$ cat src/rtl/cpuc_seq_ctrl_pkg.sv
// cpuc_package: shared types and constants for the cpuc control sequencer.
//   t_cpuc_op    - instruction opcodes (8..15 are illegal)
//   t_cpuc_instr - fixed 32-bit instruction word layout
//   t_seq_state  - sequencer FSM states
//   ADDER_IDX / GREATER_IDX / EQUAL_IDX - grid component indices of the
//   functional units for the default register count; the sequencer derives
//   its own indices as offsets from these so other register counts still work.
//   cpuc_illegal() - legality check applied in DECODE.
package cpuc_package;

    localparam int unsigned CPUC_NUM_REGS = 8;
    localparam int unsigned ADDER_IDX     = CPUC_NUM_REGS;
    localparam int unsigned GREATER_IDX   = CPUC_NUM_REGS + 1;
    localparam int unsigned EQUAL_IDX     = CPUC_NUM_REGS + 2;

    typedef enum logic [3:0] {
        OP_NOP  = 4'd0,
        OP_MOV  = 4'd1,
        OP_ADD  = 4'd2,
        OP_GT   = 4'd3,
        OP_EQ   = 4'd4,
        OP_JMP  = 4'd5,
        OP_BNZ  = 4'd6,
        OP_HALT = 4'd7
    } t_cpuc_op;

    // op is kept as raw bits: illegal encodings must be representable.
    typedef struct packed {
        logic [3:0] op;
        logic [7:0] dst;
        logic [7:0] a;
        logic [7:0] b;
        logic [3:0] rsvd;
    } t_cpuc_instr;

    typedef enum logic [2:0] {
        S_IDLE   = 3'd0,
        S_FETCH  = 3'd1,
        S_DECODE = 3'd2,
        S_EXEC   = 3'd3,
        S_DONE   = 3'd4
    } t_seq_state;

    // Returns 1 when the instruction cannot be executed: unknown opcode or a
    // register field that names a non-existent register for that opcode.
    function automatic logic cpuc_illegal(input t_cpuc_instr ins, input logic [7:0] nregs);
        logic bad;
        bad = 1'b0;
        case (ins.op)
            OP_NOP, OP_JMP, OP_HALT: bad = 1'b0;
            OP_MOV:                  bad = (ins.dst >= nregs) || (ins.a >= nregs);
            OP_ADD, OP_GT, OP_EQ:    bad = (ins.dst >= nregs) || (ins.a >= nregs) || (ins.b >= nregs);
            OP_BNZ:                  bad = (ins.a >= nregs);
            default:                 bad = 1'b1;
        endcase
        return bad;
    endfunction

endpackage

$ cat src/rtl/cpuc_imem.sv
// cpuc_imem: instruction memory, one write port, one synchronous read port.
//   clk   - clock
//   we    - write strobe (gated by the caller)
//   waddr - write address
//   wdata - write data
//   raddr - read address, sampled on clk
//   rdata - mem[raddr] from the previous clock edge
// Contents are deliberately not reset.
module cpuc_imem #(
    parameter int unsigned DEPTH  = 64,
    parameter int unsigned WIDTH  = 32,
    parameter int unsigned ADDR_W = 6
) (
    input  logic              clk,
    input  logic              we,
    input  logic [ADDR_W-1:0] waddr,
    input  logic [WIDTH-1:0]  wdata,
    input  logic [ADDR_W-1:0] raddr,
    output logic [WIDTH-1:0]  rdata
);

    logic [WIDTH-1:0] mem_q [DEPTH];
    logic [WIDTH-1:0] rdata_q;

    always_ff @(posedge clk) begin
        if (we) begin
            mem_q[waddr] <= wdata;
        end
        rdata_q <= mem_q[raddr];
    end

    assign rdata = rdata_q;

endmodule

$ cat src/rtl/cpuc_seq_ctrl.sv
// cpuc_seq_ctrl: control sequencer for the cpuc grid. Steps a small program
// held in cpuc_imem (FETCH -> DECODE -> EXEC, 3 cycles per instruction) and
// drives the grid's register source selects, write enables and operand selects.
//   clk, rst (async, active low)
//   start / busy / done / error    - host launch handshake, error is sticky
//   imem_we / imem_waddr / imem_wdata - program load port, honoured only in IDLE
//   reg_in_sel[r]   - component index routed to register r's input
//   reg_wr_en[r]    - register r captures at the end of EXEC
//   op_in1_sel / op_in2_sel - register indices on the unit operand buses
//   cond_rd_sel / cond_rd_data - register readback used by BNZ
//   pc_out          - current program counter
module cpuc_seq_ctrl
    import cpuc_package::*;
#(
    parameter int unsigned NUM_OF_REGS = 8,
    parameter int unsigned DATA_WIDTH  = 32,
    parameter int unsigned IMEM_DEPTH  = 64,
    parameter int unsigned INSTR_WIDTH = 32
) (
    input  logic                                             clk,
    input  logic                                             rst,
    input  logic                                             start,
    output logic                                             busy,
    output logic                                             done,
    output logic                                             error,
    input  logic                                             imem_we,
    input  logic [$clog2(IMEM_DEPTH)-1:0]                    imem_waddr,
    input  logic [INSTR_WIDTH-1:0]                           imem_wdata,
    output logic [NUM_OF_REGS-1:0][$clog2(NUM_OF_REGS+3)-1:0] reg_in_sel,
    output logic [NUM_OF_REGS-1:0]                           reg_wr_en,
    output logic [$clog2(NUM_OF_REGS)-1:0]                   op_in1_sel,
    output logic [$clog2(NUM_OF_REGS)-1:0]                   op_in2_sel,
    output logic [$clog2(NUM_OF_REGS)-1:0]                   cond_rd_sel,
    input  logic [DATA_WIDTH-1:0]                            cond_rd_data,
    output logic [$clog2(IMEM_DEPTH)-1:0]                    pc_out
);

    localparam int unsigned PCW = $clog2(IMEM_DEPTH);
    localparam int unsigned RW  = $clog2(NUM_OF_REGS);
    localparam int unsigned CW  = $clog2(NUM_OF_REGS + 3);

    localparam logic [7:0]    NREGS8   = 8'(NUM_OF_REGS);
    localparam logic [CW-1:0] SEL_ADD  = CW'(NUM_OF_REGS + (ADDER_IDX   - CPUC_NUM_REGS));
    localparam logic [CW-1:0] SEL_GT   = CW'(NUM_OF_REGS + (GREATER_IDX - CPUC_NUM_REGS));
    localparam logic [CW-1:0] SEL_EQ   = CW'(NUM_OF_REGS + (EQUAL_IDX   - CPUC_NUM_REGS));

    t_seq_state       state_q, state_d;
    logic [PCW-1:0]   pc_q, pc_d;
    t_cpuc_instr      instr_q, instr_d;
    logic             error_q, error_d;

    logic [INSTR_WIDTH-1:0] imem_rdata;
    t_cpuc_instr            fetched;
    logic                   fetched_bad;
    logic [PCW-1:0]         pc_inc;
    logic [15:0]            tgt_full;
    logic [PCW-1:0]         target;
    logic [RW-1:0]          dst_idx, a_idx, b_idx;
    logic [CW-1:0]          unit_sel;

    // Program writes are refused while a program runs so the running code
    // cannot be modified under the sequencer.
    cpuc_imem #(
        .DEPTH  (IMEM_DEPTH),
        .WIDTH  (INSTR_WIDTH),
        .ADDR_W (PCW)
    ) u_imem (
        .clk   (clk),
        .we    (imem_we && (state_q == S_IDLE)),
        .waddr (imem_waddr),
        .wdata (imem_wdata),
        .raddr (pc_q),
        .rdata (imem_rdata)
    );

    assign fetched     = t_cpuc_instr'(imem_rdata);
    assign fetched_bad = cpuc_illegal(fetched, NREGS8);

    assign pc_inc   = pc_q + 1'b1;             // wraps at IMEM_DEPTH
    assign tgt_full = {instr_q.a, instr_q.b};
    assign target   = tgt_full[PCW-1:0];
    assign dst_idx  = instr_q.dst[RW-1:0];
    assign a_idx    = instr_q.a[RW-1:0];
    assign b_idx    = instr_q.b[RW-1:0];

    // Upper field bits are only meaningful to the legality check in DECODE.
    logic unused_instr_bits;
    assign unused_instr_bits = ^{instr_q, tgt_full};

    always_ff @(posedge clk or negedge rst) begin
        if (!rst) begin
            state_q <= S_IDLE;
            pc_q    <= '0;
            instr_q <= '0;
            error_q <= 1'b0;
        end else begin
            state_q <= state_d;
            pc_q    <= pc_d;
            instr_q <= instr_d;
            error_q <= error_d;
        end
    end

    always_comb begin
        state_d = state_q;
        pc_d    = pc_q;
        instr_d = instr_q;
        error_d = error_q;
        case (state_q)
            S_IDLE: begin
                if (start) begin
                    state_d = S_FETCH;
                    pc_d    = '0;
                    error_d = 1'b0;
                end
            end
            S_FETCH: begin
                state_d = S_DECODE;
            end
            S_DECODE: begin
                instr_d = fetched;
                if (fetched_bad) begin
                    error_d = 1'b1;
                    state_d = S_DONE;
                end else begin
                    state_d = S_EXEC;
                end
            end
            S_EXEC: begin
                state_d = S_FETCH;
                pc_d    = pc_inc;
                case (instr_q.op)
                    OP_JMP:  pc_d = target;
                    OP_BNZ:  if (cond_rd_data != '0) pc_d = target;
                    OP_HALT: begin
                        state_d = S_DONE;
                        pc_d    = pc_q;
                    end
                    default: ;
                endcase
            end
            S_DONE: begin
                state_d = S_IDLE;
            end
            default: begin
                state_d = S_IDLE;
            end
        endcase
    end

    // Grid controls are pure decode of state and the latched instruction, so
    // an asynchronous reset removes them immediately.
    always_comb begin
        reg_wr_en   = '0;
        reg_in_sel  = '0;
        op_in1_sel  = '0;
        op_in2_sel  = '0;
        cond_rd_sel = '0;
        unit_sel    = '0;
        if (state_q == S_EXEC) begin
            case (instr_q.op)
                OP_MOV, OP_ADD, OP_GT, OP_EQ: begin
                    case (instr_q.op)
                        OP_ADD:  unit_sel = SEL_ADD;
                        OP_GT:   unit_sel = SEL_GT;
                        OP_EQ:   unit_sel = SEL_EQ;
                        default: unit_sel = CW'(a_idx);
                    endcase
                    reg_wr_en[dst_idx]  = 1'b1;
                    reg_in_sel[dst_idx] = unit_sel;
                    op_in1_sel          = a_idx;
                    op_in2_sel          = b_idx;
                end
                OP_BNZ: begin
                    cond_rd_sel = a_idx;
                end
                default: ;
            endcase
        end
    end

    assign busy   = (state_q == S_FETCH) || (state_q == S_DECODE) || (state_q == S_EXEC);
    assign done   = (state_q == S_DONE);
    assign error  = error_q;
    assign pc_out = pc_q;

endmodule

$ cat config.mk
export PLATFORM = sky130hd
export DESIGN_NAME = cpuc_seq_ctrl
export DESIGN_NICKNAME = d
export VERILOG_FILES = /design/src/rtl/cpuc_seq_ctrl_pkg.sv /design/src/rtl/cpuc_imem.sv /design/src/rtl/cpuc_seq_ctrl.sv
export SDC_FILE = /design/constraint.sdc
export NUM_CORES = 2
export LEC_CHECK = 0
export BUFFER_PORTS_ARGS = -buffer_cell sky130_fd_sc_hd__buf_2
export CORE_UTILIZATION = 35
export CTS_BUF_LIST = sky130_fd_sc_hd__clkbuf_4 sky130_fd_sc_hd__clkbuf_8
export CTS_CLUSTER_SIZE = 25
export DETAILED_ROUTE_END_ITERATION = 8
export GPL_TIMING_DRIVEN = 0
export PLACE_DENSITY = 0.49
export SLEW_MARGIN = 30
export SYNTH_ARGS = -nofsm -noshare
export SYNTH_HDL_FRONTEND = slang
export SYNTH_SLANG_ARGS = --single-unit
$ cat constraint.sdc
create_clock -name clk -period 7.49 [get_ports clk]
set_input_delay 1.1235 -clock clk [delete_from_list [all_inputs] [get_ports clk]]
set_output_delay 1.1235 -clock clk [all_outputs]
set_load 0.005 [all_outputs]
==> metrics.md <==
| Metric | Value |
|---|---|
| Status | `completed` |
| Number of sinks driven by the clock tree | `1,846` |
| Cell Count Post-Placement | `6,135` |
| Sequential fraction of design power | `43.5%` |
| Worst hold-check path type | `primary input to async pin` |
| Cell area after placement | `78,680 um2` |
| Post-CTS Resized | `0` |
| Total standard cell area after synthesis | `70,730 um2` |
| Post-route cell area | `84,630 um2` |
| Crit path capture type | `output port` |
| Hold_buf cts | `0` |
| Final hold viol count | `0` |
| R2r worst-path depth | `7` |
| Number of warnings printed during yosys synthesis | `0` |
| Highest clock rate | `205.8 MHz` |
| DRT iter0 DRCs | `4,349` |
| Number of global-route vias before repair | `36,900` |
| Critical path endpoint | `reg_in_sel[22]` |
| Worst voltage drop across the vdd grid | `0.1528 mV` |
| Number of distinct library cell variants in the gate-level netlist after synthesis | `58` |
| Setup total negative slack | `0 ns` |
| Share of synthesized area occupied by flip-flops and latches | `77.79%` |
| Syn nets | `3,298` |
| Setup crit start | `instr_q[29]` |
| Count of buffers added by post-CTS timing repair for setup | `0` |
| First-pass detailed-route iteration total | `8` |
| IO Port Bufs | `124` |
| Worst hold slack across all endpoints | `0.09968 ns` |
| Register-to-register setup slack | `2.94 ns` |
| Prevailing post-synth register cell | `sky130_fd_sc_hd__edfxtp_1` |
| Max Transition Viols Final | `0` |
| Area taken by flip-flops and latches | `55,020 um2` |
| Pre-CTS WS | `3.121 ns` |
| Number of nets still failing antenna checks after routing | `0` |
| # Max-Cap Violations | `0` |
| Die outline height | `451.5 um` |
| Maximum clock insertion buffer count | `4` |
| Initial antenna violation count | `16` |
| Time the final worst path needs with I/O delays and setup | `4.858 ns` |
| Pin count of the biggest net entering global routing | `65` |
| Average wire length per cell after detail routing | `33.95 um` |
| Post-Layout Cell Count | `6,676` |
| Ratio of final minimum period to clock period | `64.86%` |
| Number of synthesized register bits | `1,846` |
| Instance count of the mapped netlist | `3,223` |
| Root Buffer Master | `sky130_fd_sc_hd__clkbuf_8` |
| Cells taking the most area after synthesis | `sky130_fd_sc_hd__edfxtp_1 76%, sky130_fd_sc_hd__mux4_2 14%, sky130_fd_sc_hd__dfrtp_1 0.92%` |
| CTS H-tree depth | `5` |
| Per-cell via count in the routed design | `5.494` |
| Unrepaired setup endpoints after global routing | `false` |
| Final #Nets | `3,878` |
| Half-perimeter wire length after placement | `154.9 mm` |
| Reg-to-reg startpoint | `pc_out[4]` |
| Die area | `203,900 um2` |
| Power share of the combinational group | `23.8%` |
| Static leakage | `26.40 nW` |
| Fraction of power spent switching nets | `30.10%` |
| Final worst slack | `2.632 ns` |
| Final setup vio count | `0` |
| Worst skew pair latency | `1.04 ns` |
| Max Clock Skew | `0.05922 ns` |
| Post-synth top area share | `76.08%` |
| Global Route Usage Sum | `22.15%` |
| CP max FO | `10` |
| Wire length of the first global-routing pass | `307.9 mm` |
| Final weighted congestion in routability-driven placement | `0.8834` |
| Fill cells | `17,530` |
| DRC violations left | `0` |
| Clock tree from TritonCTS | `done` |
| Critical Path Start Type | `flip-flop` |
| Power after layout | `26.92 mW` |
| Critical path data required time | `6.37 ns` |
| Internal power summed over all cells | `18.82 mW` |
| Number of enable flip-flop cells after synthesis | `1,792` |
| Slew headroom | `22.72%` |
| Routed WL | `226.7 mm` |
| Clk pwr share | `32.7%` |
| Area taken by multi-input logic gates | `15,140 um2` |
| Switching power | `8.102 mW` |
| Average footprint of a synthesized cell | `21.95 um2` |
| Horizontal die dimension | `451.5 um` |
| Number of CTS-inserted buffers | `322` |
| Top-level port count | `132` |
| Async S/R FF share, synth | `1.408%` |
| Vias post-DR | `36,680` |
| Layout-stage area growth over the synthesis result | `19.65%` |
| Clock transition time at the flip-flop clock pins of the worst setup and hold paths | `0.07 ns` |
| Number of placement rows | `164` |
| Power density cells | `318.1 nW/um2` |
| Effective utilization at floorplan | `35.32%` |
| Cell taking the most area after synthesis | `sky130_fd_sc_hd__edfxtp_1` |
| Utilization of the core after routing | `42.26%` |
| Tightest Pin Transition | `1.150 ns` |
| Endpoint of the worst-slack reg-to-reg timing path | `u_imem.rdata[15]` |
| Arrival @ worst endpoint | `3.73 ns` |
| Placeable core region | `200,300 um2` |
| Fraction of layout instances using a drive strength above 1 | `34.89%` |
| Overflow after GRT | `0` |
| Path type of the worst setup path | `flip-flop to output port` |
worst max-delay path: stages, from the launching register on:
cell,delay (ns)
sky130_fd_sc_hd__dfrtp_1,0.44
sky130_fd_sc_hd__clkbuf_1,0.37
sky130_fd_sc_hd__nor2_1,0.12
sky130_fd_sc_hd__mux2i_1,0.14
sky130_fd_sc_hd__or2_2,0.12
sky130_fd_sc_hd__clkbuf_1,0.60
sky130_fd_sc_hd__nand2_1,0.54
sky130_fd_sc_hd__nor2_1,0.22
sky130_fd_sc_hd__buf_2,0.14
power groups by stage:
stage	Combinational, mW	Sequential (mW)	Clock [mW]
2_1_floorplan	3.77	11.8	0
3_3_place_gp	6.31	11.9	0
3_5_place_dp	6.42	11.9	0
4_1_cts	6.44	11.7	8.99
5_1_grt	6.68	11.7	9.39
6_report	6.39	11.7	8.81
synthesized netlist by cell type (all sizes together), types with 2 or more instances:
| cell type | instances |
|---|---|
| o211ai | 11 |
| dfxtp | 28 |
| nor3 | 43 |
| or3b | 5 |
| and2 | 23 |
| nor4b | 2 |
| a211o | 3 |
| dfrtp | 26 |
| mux2 | 26 |
| buf | 117 |
| a22o | 3 |
| or3 | 4 |
| o22ai | 72 |
| and3 | 8 |
| nor4 | 20 |
| o32a | 2 |
| o21ai | 57 |
| or2 | 2 |
| edfxtp | 1792 |
| mux2i | 44 |
| nor2 | 156 |
| o21bai | 2 |
| nand2 | 116 |
| a221o | 2 |
| nand3b | 5 |
| o21a | 2 |
| a211oi | 24 |
| o31ai | 7 |
| nor2b | 9 |
| mux4 | 455 |
| a221oi | 13 |
| inv | 10 |
| or4 | 4 |
| clkbuf | 58 |
| nand3 | 21 |
| nand4 | 4 |
| nand2b | 8 |
| o221ai | 27 |
layer usage:
metal / track usage, % / part of all wire (%) / vias up
li1: - / - / 14810
met1: 30.10 / 41 / 19810
met2: 35.21 / 48 / 1671
met3: 4.785 / 7.4 / 381
met4: 7.823 / 3.5 / 6
met5: 0 / 0.015 / -
cells by family (layout without fill, tap and decap cells):
kind of cell / Yosys count / after routing / share of synthesized area, %
other: 0 / 4 / 0
adders and majority gates: 1 / 1 / 0.01769
buffers and inverters: 185 / 978 / 1.569
muxes: 525 / 525 / 15.56
AOI/OAI and AO/OA: 230 / 230 / 2.217
DFF: 1846 / 1846 / 77.79
xor gates and xnor gates: 2 / 2 / 0.02477
and+or+nand+nor: 434 / 434 / 2.822
layout make-up:
type | count | share of cell area [%]
clock buffers | 444 | 6.408
repair buffers | 256 | 4.839
flip-flops and latches | 1846 | 65.02
plain buffers | 175 | 1.277
clock inverters | 93 | 0.5899
inverters | 10 | 0.04435
diodes | 4 | 0.01183
well taps | 2656 | 3.927
multi-input cells | 1192 | 17.89
cells in the final DEF, fill, tap and decap left out, types with 9 or more instances in the layout:
master                     count
sky130_fd_sc_hd__edfxtp_1   1792
sky130_fd_sc_hd__mux4_2      449
sky130_fd_sc_hd__clkbuf_8    334
sky130_fd_sc_hd__buf_2       142
sky130_fd_sc_hd__nand2_1     116
sky130_fd_sc_hd__clkbuf_4    110
sky130_fd_sc_hd__buf_16      109
sky130_fd_sc_hd__nor2_1       91
sky130_fd_sc_hd__o22ai_1      72
sky130_fd_sc_hd__buf_4        69
sky130_fd_sc_hd__clkinv_1     67
sky130_fd_sc_hd__nor2_4       64
sky130_fd_sc_hd__clkbuf_1     53
sky130_fd_sc_hd__o21ai_0      49
sky130_fd_sc_hd__mux2i_1      44
sky130_fd_sc_hd__nor3_1       35
sky130_fd_sc_hd__dfxtp_1      28
sky130_fd_sc_hd__o221ai_1     27
sky130_fd_sc_hd__mux2_2       26
sky130_fd_sc_hd__dfrtp_1      26
sky130_fd_sc_hd__a211oi_1     24
sky130_fd_sc_hd__and2_1       23
sky130_fd_sc_hd__buf_6        21
sky130_fd_sc_hd__nand3_1      21
sky130_fd_sc_hd__nor4_1       19
sky130_fd_sc_hd__buf_12       17
sky130_fd_sc_hd__clkinv_2     15
sky130_fd_sc_hd__a221oi_1     13
sky130_fd_sc_hd__o211ai_1     11
sky130_fd_sc_hd__inv_1        10
sky130_fd_sc_hd__nor2b_1       9
how the worst min path moves through the flow:
stage / from / to / slack, ns / cells after the start
2_1_floorplan: u_imem.rdata[21] / dst_idx[1] / 0.40 / 2
3_3_place_gp: u_imem.rdata[6] / b_idx[2] / 0.42 / 2
3_5_place_dp: u_imem.rdata[6] / b_idx[2] / 0.41 / 2
4_1_cts: rst / dst_idx[0] / 0.02 / 1
5_1_grt: rst / a_idx[0] / 0.10 / 1
6_report: rst / dst_idx[0] / 0.1 / 1
sequential cells by signal, indices dropped and copies added, names as in the netlist:
register	flops
u_imem.mem_q	1792
u_imem.rdata	28
instr_q	7
pc_out	6
a_idx	3
b_idx	3
dst_idx	3
state_q	3
error	1
No activity file was read; power rests on OpenSTA's default activity.
